`config.mk`:
```
export PLATFORM = sky130hd
export DESIGN_NAME = pipelined_alu_flat
export DESIGN_NICKNAME = d
export VERILOG_FILES = /design/src/rtl/pipelined_alu_if.sv /design/src/rtl/pipelined_alu.sv /design/src/flat_wrapper.sv
export SDC_FILE = /design/constraint.sdc
export NUM_CORES = 1
export LEC_CHECK = 0
export BUFFER_PORTS_ARGS = -buffer_cell sky130_fd_sc_hd__buf_2
export CAP_MARGIN = 10
export CELL_PAD_IN_SITES_DETAIL_PLACEMENT = 1
export CELL_PAD_IN_SITES_GLOBAL_PLACEMENT = 1
export CORE_MARGIN = 2
export CORE_UTILIZATION = 40
export CTS_CLUSTER_SIZE = 12
export DETAILED_ROUTE_END_ITERATION = 8
export PLACE_DENSITY = 0.81
export SLEW_MARGIN = 25
export SYNTH_ARGS = -nofsm -noshare
export SYNTH_HDL_FRONTEND = slang
export SYNTH_SLANG_ARGS = --single-unit
```
`constraint.sdc`:
```
create_clock -name clk -period 3.3 [get_ports clk]
set_input_delay 0.825 -clock clk [delete_from_list [all_inputs] [get_ports clk]]
set_output_delay 0.825 -clock clk [all_outputs]
set_load 0.02 [all_outputs]
```
`src/rtl/pipelined_alu_if.sv`:
```
// Issue/result bundle between the reservation station and the two-stage ALU.
// The op-code macros live here so every consumer of the bundle sees the same encoding.
`ifndef ALU_OP_WIDTH
`define ALU_OP_WIDTH 4
`endif
`ifndef ROB_SIZE_WIDTH
`define ROB_SIZE_WIDTH 4
`endif
`ifndef ALU_ADD
`define ALU_ADD  1
`define ALU_SUB  2
`define ALU_AND  3
`define ALU_OR   4
`define ALU_XOR  5
`define ALU_SHL  6
`define ALU_SHR  7
`define ALU_SHRA 8
`define ALU_EQ   9
`define ALU_NEQ  10
`define ALU_LT   11
`define ALU_LTU  12
`define ALU_GE   13
`define ALU_GEU  14
`endif

interface pipelined_alu_if #(
  parameter int XLEN           = 32,
  parameter int ALU_OP_WIDTH   = `ALU_OP_WIDTH,
  parameter int ROB_SIZE_WIDTH = `ROB_SIZE_WIDTH
);
  logic                      rs_ready;
  logic [ALU_OP_WIDTH-1:0]   rs_op;
  logic [XLEN-1:0]           rs_val1;
  logic [XLEN-1:0]           rs_val2;
  logic [ROB_SIZE_WIDTH-1:0] rs_id;
  logic                      alu_ready;
  logic [XLEN-1:0]           alu_res;
  logic [ROB_SIZE_WIDTH-1:0] alu_id;
  logic                      alu_busy;

  modport master (
    output rs_ready, rs_op, rs_val1, rs_val2, rs_id,
    input  alu_ready, alu_res, alu_id, alu_busy
  );

  modport slave (
    input  rs_ready, rs_op, rs_val1, rs_val2, rs_id,
    output alu_ready, alu_res, alu_id, alu_busy
  );
endinterface

```
`src/rtl/pipelined_alu.sv`:
```
// Two-stage integer ALU: result broadcast one edge after issue, one op per cycle.
// No back-pressure; rdy low freezes the whole pipe, flush kills both stages.
module pipelined_alu #(
  parameter int XLEN           = 32,
  parameter int ALU_OP_WIDTH   = `ALU_OP_WIDTH,
  parameter int ROB_SIZE_WIDTH = `ROB_SIZE_WIDTH
) (
  input logic            clk,
  input logic            rst,
  input logic            rdy,
  input logic            flush,
  pipelined_alu_if.slave io
);

  localparam logic [ALU_OP_WIDTH-1:0] OP_ADD  = ALU_OP_WIDTH'(`ALU_ADD);
  localparam logic [ALU_OP_WIDTH-1:0] OP_SUB  = ALU_OP_WIDTH'(`ALU_SUB);
  localparam logic [ALU_OP_WIDTH-1:0] OP_AND  = ALU_OP_WIDTH'(`ALU_AND);
  localparam logic [ALU_OP_WIDTH-1:0] OP_OR   = ALU_OP_WIDTH'(`ALU_OR);
  localparam logic [ALU_OP_WIDTH-1:0] OP_XOR  = ALU_OP_WIDTH'(`ALU_XOR);
  localparam logic [ALU_OP_WIDTH-1:0] OP_SHL  = ALU_OP_WIDTH'(`ALU_SHL);
  localparam logic [ALU_OP_WIDTH-1:0] OP_SHR  = ALU_OP_WIDTH'(`ALU_SHR);
  localparam logic [ALU_OP_WIDTH-1:0] OP_SHRA = ALU_OP_WIDTH'(`ALU_SHRA);
  localparam logic [ALU_OP_WIDTH-1:0] OP_EQ   = ALU_OP_WIDTH'(`ALU_EQ);
  localparam logic [ALU_OP_WIDTH-1:0] OP_NEQ  = ALU_OP_WIDTH'(`ALU_NEQ);
  localparam logic [ALU_OP_WIDTH-1:0] OP_LT   = ALU_OP_WIDTH'(`ALU_LT);
  localparam logic [ALU_OP_WIDTH-1:0] OP_LTU  = ALU_OP_WIDTH'(`ALU_LTU);
  localparam logic [ALU_OP_WIDTH-1:0] OP_GE   = ALU_OP_WIDTH'(`ALU_GE);
  localparam logic [ALU_OP_WIDTH-1:0] OP_GEU  = ALU_OP_WIDTH'(`ALU_GEU);

  logic [4:0]      shamt;
  logic [4:0]      coarse_amt;
  logic [XLEN-1:0] arith_d;
  logic [XLEN-1:0] shift_d;
  logic            cmp_d;

  assign shamt      = io.rs_val2[4:0];
  assign coarse_amt = {shamt[4:2], 2'b00};

  always_comb begin
    arith_d = '0;
    case (io.rs_op)
      OP_ADD:  arith_d = io.rs_val1 + io.rs_val2;
      OP_SUB:  arith_d = io.rs_val1 - io.rs_val2;
      OP_AND:  arith_d = io.rs_val1 & io.rs_val2;
      OP_OR:   arith_d = io.rs_val1 | io.rs_val2;
      OP_XOR:  arith_d = io.rs_val1 ^ io.rs_val2;
      default: arith_d = '0;
    endcase
  end

  always_comb begin
    cmp_d = 1'b0;
    case (io.rs_op)
      OP_EQ:   cmp_d = (io.rs_val1 == io.rs_val2);
      OP_NEQ:  cmp_d = (io.rs_val1 != io.rs_val2);
      OP_LT:   cmp_d = ($signed(io.rs_val1) <  $signed(io.rs_val2));
      OP_LTU:  cmp_d = (io.rs_val1 <  io.rs_val2);
      OP_GE:   cmp_d = ($signed(io.rs_val1) >= $signed(io.rs_val2));
      OP_GEU:  cmp_d = (io.rs_val1 >= io.rs_val2);
      default: cmp_d = 1'b0;
    endcase
  end

  // Shift is split across the stages: multiples of 4 here, the last 0..3 bits in S2.
  always_comb begin
    shift_d = io.rs_val1 >> coarse_amt;
    case (io.rs_op)
      OP_SHL:  shift_d = io.rs_val1 << coarse_amt;
      OP_SHRA: shift_d = $signed(io.rs_val1) >>> coarse_amt;
      default: shift_d = io.rs_val1 >> coarse_amt;
    endcase
  end

  logic                      v1;
  logic [ALU_OP_WIDTH-1:0]   op1;
  logic [ROB_SIZE_WIDTH-1:0] id1;
  logic [XLEN-1:0]           arith1;
  logic [XLEN-1:0]           shift1;
  logic                      cmp1;
  logic [1:0]                shlo1;

  always_ff @(posedge clk or negedge rst) begin
    if (!rst) begin
      v1     <= 1'b0;
      op1    <= '0;
      id1    <= '0;
      arith1 <= '0;
      shift1 <= '0;
      cmp1   <= 1'b0;
      shlo1  <= '0;
    end else if (rdy) begin
      if (flush) begin
        v1 <= 1'b0;
      end else begin
        v1     <= io.rs_ready;
        op1    <= io.rs_op;
        id1    <= io.rs_id;
        arith1 <= arith_d;
        shift1 <= shift_d;
        cmp1   <= cmp_d;
        shlo1  <= shamt[1:0];
      end
    end
  end

  logic [XLEN-1:0] fine_shift;
  logic [XLEN-1:0] res_d;

  always_comb begin
    fine_shift = shift1 >> shlo1;
    case (op1)
      OP_SHL:  fine_shift = shift1 << shlo1;
      OP_SHRA: fine_shift = $signed(shift1) >>> shlo1;
      default: fine_shift = shift1 >> shlo1;
    endcase
  end

  always_comb begin
    res_d = '0;
    case (op1)
      OP_ADD, OP_SUB, OP_AND, OP_OR, OP_XOR:         res_d = arith1;
      OP_SHL, OP_SHR, OP_SHRA:                       res_d = fine_shift;
      OP_EQ, OP_NEQ, OP_LT, OP_LTU, OP_GE, OP_GEU:   res_d = {{(XLEN-1){1'b0}}, cmp1};
      default:                                       res_d = '0;
    endcase
  end

  logic                      ready_q;
  logic [XLEN-1:0]           res_q;
  logic [ROB_SIZE_WIDTH-1:0] id_q;

  always_ff @(posedge clk or negedge rst) begin
    if (!rst) begin
      ready_q <= 1'b0;
      res_q   <= '0;
      id_q    <= '0;
    end else if (rdy) begin
      if (flush || !v1) begin
        ready_q <= 1'b0;
      end else begin
        ready_q <= 1'b1;
        res_q   <= res_d;
        id_q    <= id1;
      end
    end
  end

  assign io.alu_ready = ready_q;
  assign io.alu_res   = res_q;
  assign io.alu_id    = id_q;
  assign io.alu_busy  = v1 | ready_q;

endmodule

```
`src/flat_wrapper.sv`:
```
// flat-port wrapper written by rule: the top's interface ports become plain ports
module pipelined_alu_flat 
#(
  parameter int XLEN           = 32,
  parameter int ALU_OP_WIDTH   = `ALU_OP_WIDTH,
  parameter int ROB_SIZE_WIDTH = `ROB_SIZE_WIDTH
)
  (clk, rst, rdy, flush, io_rs_ready, io_rs_op, io_rs_val1, io_rs_val2, io_rs_id, io_alu_ready, io_alu_res, io_alu_id, io_alu_busy);
  pipelined_alu_if #(.XLEN(XLEN), .ALU_OP_WIDTH(ALU_OP_WIDTH), .ROB_SIZE_WIDTH(ROB_SIZE_WIDTH)) io_i ();
  input logic clk;
  input logic rst;
  input logic rdy;
  input logic flush;
  input wire logic [$bits(io_i.rs_ready)-1:0] io_rs_ready;
  input wire logic [$bits(io_i.rs_op)-1:0] io_rs_op;
  input wire logic [$bits(io_i.rs_val1)-1:0] io_rs_val1;
  input wire logic [$bits(io_i.rs_val2)-1:0] io_rs_val2;
  input wire logic [$bits(io_i.rs_id)-1:0] io_rs_id;
  output wire logic [$bits(io_i.alu_ready)-1:0] io_alu_ready;
  output wire logic [$bits(io_i.alu_res)-1:0] io_alu_res;
  output wire logic [$bits(io_i.alu_id)-1:0] io_alu_id;
  output wire logic [$bits(io_i.alu_busy)-1:0] io_alu_busy;
  assign io_i.rs_ready = io_rs_ready;
  assign io_i.rs_op = io_rs_op;
  assign io_i.rs_val1 = io_rs_val1;
  assign io_i.rs_val2 = io_rs_val2;
  assign io_i.rs_id = io_rs_id;
  assign io_alu_ready = io_i.alu_ready;
  assign io_alu_res = io_i.alu_res;
  assign io_alu_id = io_i.alu_id;
  assign io_alu_busy = io_i.alu_busy;
  pipelined_alu #(.XLEN(XLEN), .ALU_OP_WIDTH(ALU_OP_WIDTH), .ROB_SIZE_WIDTH(ROB_SIZE_WIDTH)) u_core (.clk(clk), .rst(rst), .rdy(rdy), .flush(flush), .io(io_i));
endmodule
```
==> implementation parameters <==
Parameter                              Value

Timing
  Least setup slack across all paths after layout ... 39.51 ps
  Final critical-path share of the clock period ... 98.80%
  Rel. slew slack ... 42.29%
  Final count of negative-setup-slack endpoints ... 0
  Crit path time final ... 3260 ps
  Worst Tran Pin Value ... 865.6 ps
  Fin. Hold Viols ... 0
  Max-slew violations ... 0
  Setup repair after global routing missed its margin ... true
  Maximum clock frequency ... 306.7 MHz
  Setup Skew ... 14.68 ps

Outcome
  Run status ... finished, final reports clean

Critical path
  Worst reg2reg path depth ... 7
  Data required time of the worst path ... 3620 ps
  Number of buffer and inverter stages on the critical path ... 3
  CP max stage cell ... o31ai_1
  Critical Setup Path Class ... in -> reg
  Instance count on the critical path ... 11
  Internal reg-to-reg setup slack ... 850 ps
  Worst R2R Start ... u_core.shlo1[0]
  Slowest cell delay on critical path ... 600 ps
  Worst reg2reg endpoint ... u_core.io.alu_res[14]
  Worst setup EP type ... flop
  Cell-by-cell trace of the critical path ... buf_2, inv_1, ha_2, buf_4, o31ai_1, a211oi_2, a21oi_2, o2111ai_1, a31oi_1, nor4_2, o2bb2a_1
  Worst endpoint data arrival time ... 3590 ps
  Maximum fanout encountered on the critical timing path ... 9
  Cell type group with the largest total delay on the critical path ... compound AO/OA/AOI/OAI gates
  Worst Setup Start Kind ... input pin

Clock tree
  Clock tree root buffer cell ... clkbuf_16
  Total clock buffers created by CTS ... 17
  Clock latency of the later-clocked register in the worst-skew pair ... 440 ps
  H-tree level count ... 4
  Clock sink total ... 113
  Maximum clock path buffer count ... 2
  Clock edge transition at the registers on the reported setup and hold paths ... 70 ps
  TritonCTS clock tree ... done

Placement
  Count of input and output buffers ... 114
  Cell Count Post-Placement ... 2425
  Final Wtd Congestion ... 1.006
  Half-perimeter wire length of the detailed placement result ... 48510 um
  Pre-CTS setup slack ... -618.3 ps

Synth
  Post-synthesis sequential element count ... 113
  Area fraction of the dominant cell type after synthesis ... 22.30%
  Yosys top cell by area ... dfrtp_1
  Most frequent cell after synthesis ... nand2_1
  FFs w/ async S/R, synth ... 100.0%
  Dominant cells by area after synthesis ... dfrtp_1 (22%), ha_1 (9.5%), nand2_1 (7.1%), a21oi_1 (6.4%), o21ai_0 (6.2%)
  Unique cell type count in the Yosys netlist ... 81
  Cell count after synthesis ... 1730
  Syn Nets ... 1905
  Synthesized area ... 12680 um^2
  Total of warnings raised by yosys ... 0
  Avg Synthesized Cell Area ... 7.329 um^2
  Sequential share of the synthesized area ... 22.30%
  Number of enable flip-flop cells after synthesis ... 0
  Top cells by instance count after synthesis ... nand2_1 (239), nor2_1 (197), a21oi_1 (163)
  Top FF cell, synth ... dfrtp_1

Floorplan
  Die Area ... 33140 um^2
  X dimension of the die ... 182.0 um
  Overall die height ... 182.0 um
  Core ar. ... 31390 um^2
  Effective utilization at floorplan ... 40.39%
  I/O pin count ... 115
  # rows ... 65

Detailed routing
  DRC ... 0
  Routed length on met2 ... 29080 um
  Count of nets left with antenna violations after detail routing ... 0
  Wire length reported by the detailed router ... 61640 um
  DR WL met3 ... 3988 um
  Top sig layer ... met5
  1st-pass router iterations ... 5
  Initial drt markers ... 1782
  Via count ... 15470
  Routed vias/inst ... 6.279
  Wire length on met1 ... 25240 um
  Per-cell routed wire length ... 25.02 um

Hold path
  HP Class ... in -> async

Cells and area
  Net total in the final layout ... 2224
  Fraction of final layout cells with drive strength greater than 1 ... 28.03%
  Filler Cell Count ... 3949
  Area delta synth->final ... 30.68%
  Post-layout util ... 52.78%
  Multi-input logic area ... 9225 um^2
  Antenna cell count ... 0
  Filler-free cell count of the finished design ... 2464
  Sequential cell area in the final layout ... 2830 um^2

GRT
  Number of global-route vias before repair ... 15590
  Total global-route track usage ... 36.90%
  Wire length of the first global-routing pass ... 93610 um
  Initial antenna violation count ... 1
  Pin count of the biggest net entering global routing ... 80
  GRT Residual Overflow ... 0

Job
  Max-capacitance violation count ... 0

Pwr
  Max VDD drop ... 0.3116 mV
  Pwr/cell area ... 392.6 nW/um^2
  Static Leak ... 7.612 nW
  Post-layout total power ... 0.006506 W
[cell usage in the layout (no fill, tap or decap), types with 8 or more instances in the layout]
cell	instances
o311ai_0	29
a221o_1	9
mux2i_1	22
nand2_1	239
a311oi_1	11
o31ai_1	8
o21a_1	11
a31oi_1	11
a211o_1	8
o221ai_1	15
nor2_1	195
xnor2_1	13
nand3_1	17
or3_1	18
o211ai_1	25
o31a_1	8
mux4_2	24
inv_1	100
o32a_1	9
nand2b_1	11
buf_4	318
ha_1	85
o21ai_0	155
buf_2	113
mux2_2	9
nor3_1	31
a21oi_1	159
a211oi_1	32
a32oi_1	17
clkbuf_16	17
a221oi_1	18
dfrtp_1	111
a21o_1	20
[power breakdown]
part	total, W	internal, W	switching (W)
registers	0.00177	0.00157	0.000206
clock network	0.00195	0.00114	0.000817
logic	0.00278	0.00112	0.00166
total	0.00651	0.00382	0.00268
[through the flow]
step | cell area (um^2) | TNS (ps) | hold slack (ps)
2_1_floorplan | 12780 | -159.6 | 441.7
3_3_place_gp | 15690 | -7519 | 454.6
3_5_place_dp | 15690 | -9236 | 464.6
4_1_cts | 16320 | 0 | 346.4
5_1_grt | 16570 | -88.02 | 348.5
6_report | 16570 | 0 | 334.5
[logic make-up after synthesis]
| family | synth area share (%) |
|---|---|
| DFF | 22.30 |
| adders and majority gates | 9.789 |
| buffers and inverters | 7.352 |
| and+or+nand+nor | 19.47 |
| xor gates and xnor gates | 0.8980 |
| muxes | 6.799 |
| AOI/OAI and AO/OA | 33.39 |
[worst max-delay path by stage]
| stage | to | from | slack, ps |
|---|---|---|---|
| after global routing | u_core.arith1[31] | io_rs_val1[8] | -60 |
| after CTS | u_core.arith1[15] | io_rs_val2[3] | 0.4 |
| after detailed placement | u_core.arith1[26] | io_rs_val1[0] | -620 |
| after floorplan | u_core.arith1[29] | io_rs_val2[4] | -90 |
| final | u_core.arith1[31] | io_rs_val1[17] | 40 |
| after global placement | u_core.arith1[16] | io_rs_val1[8] | -530 |
[per-layer routing]
layer,up-vias,global-route usage (%)
met2,708,62.43
met4,2,17.61
met3,153,4.352
met1,7650,46.86
li1,6958,-
met5,-,0
[area by class of cell]
class	count	area share, %
timing repair buffer	433	18.06
tap	402	3.036
clock inverter	15	1.035
sequential	113	17.08
inverter	109	2.545
clock buffer	17	2.567
multi-input combinational	1375	55.67
[sequential cells by signal, summed over array words and instances (netlist names), 2 cells and up]
register	count
u_core.shift1	32
u_core.io.alu_id	4
u_core.id1	4
u_core.op1	4
u_core.io.alu_res	32
u_core.shlo1	2
u_core.arith1	32
[timing repair]
item / 4_1_cts / 5_1_grt
pin swaps: 5 / 15
setup endpoints to repair: 6 / 20
resized for setup: 8 / 46
hold buffers: 0 / 0
endpoints found under the hold margin: 0 / 0
setup buffers: 1 / 6
Power figures use the tool's default switching activity.
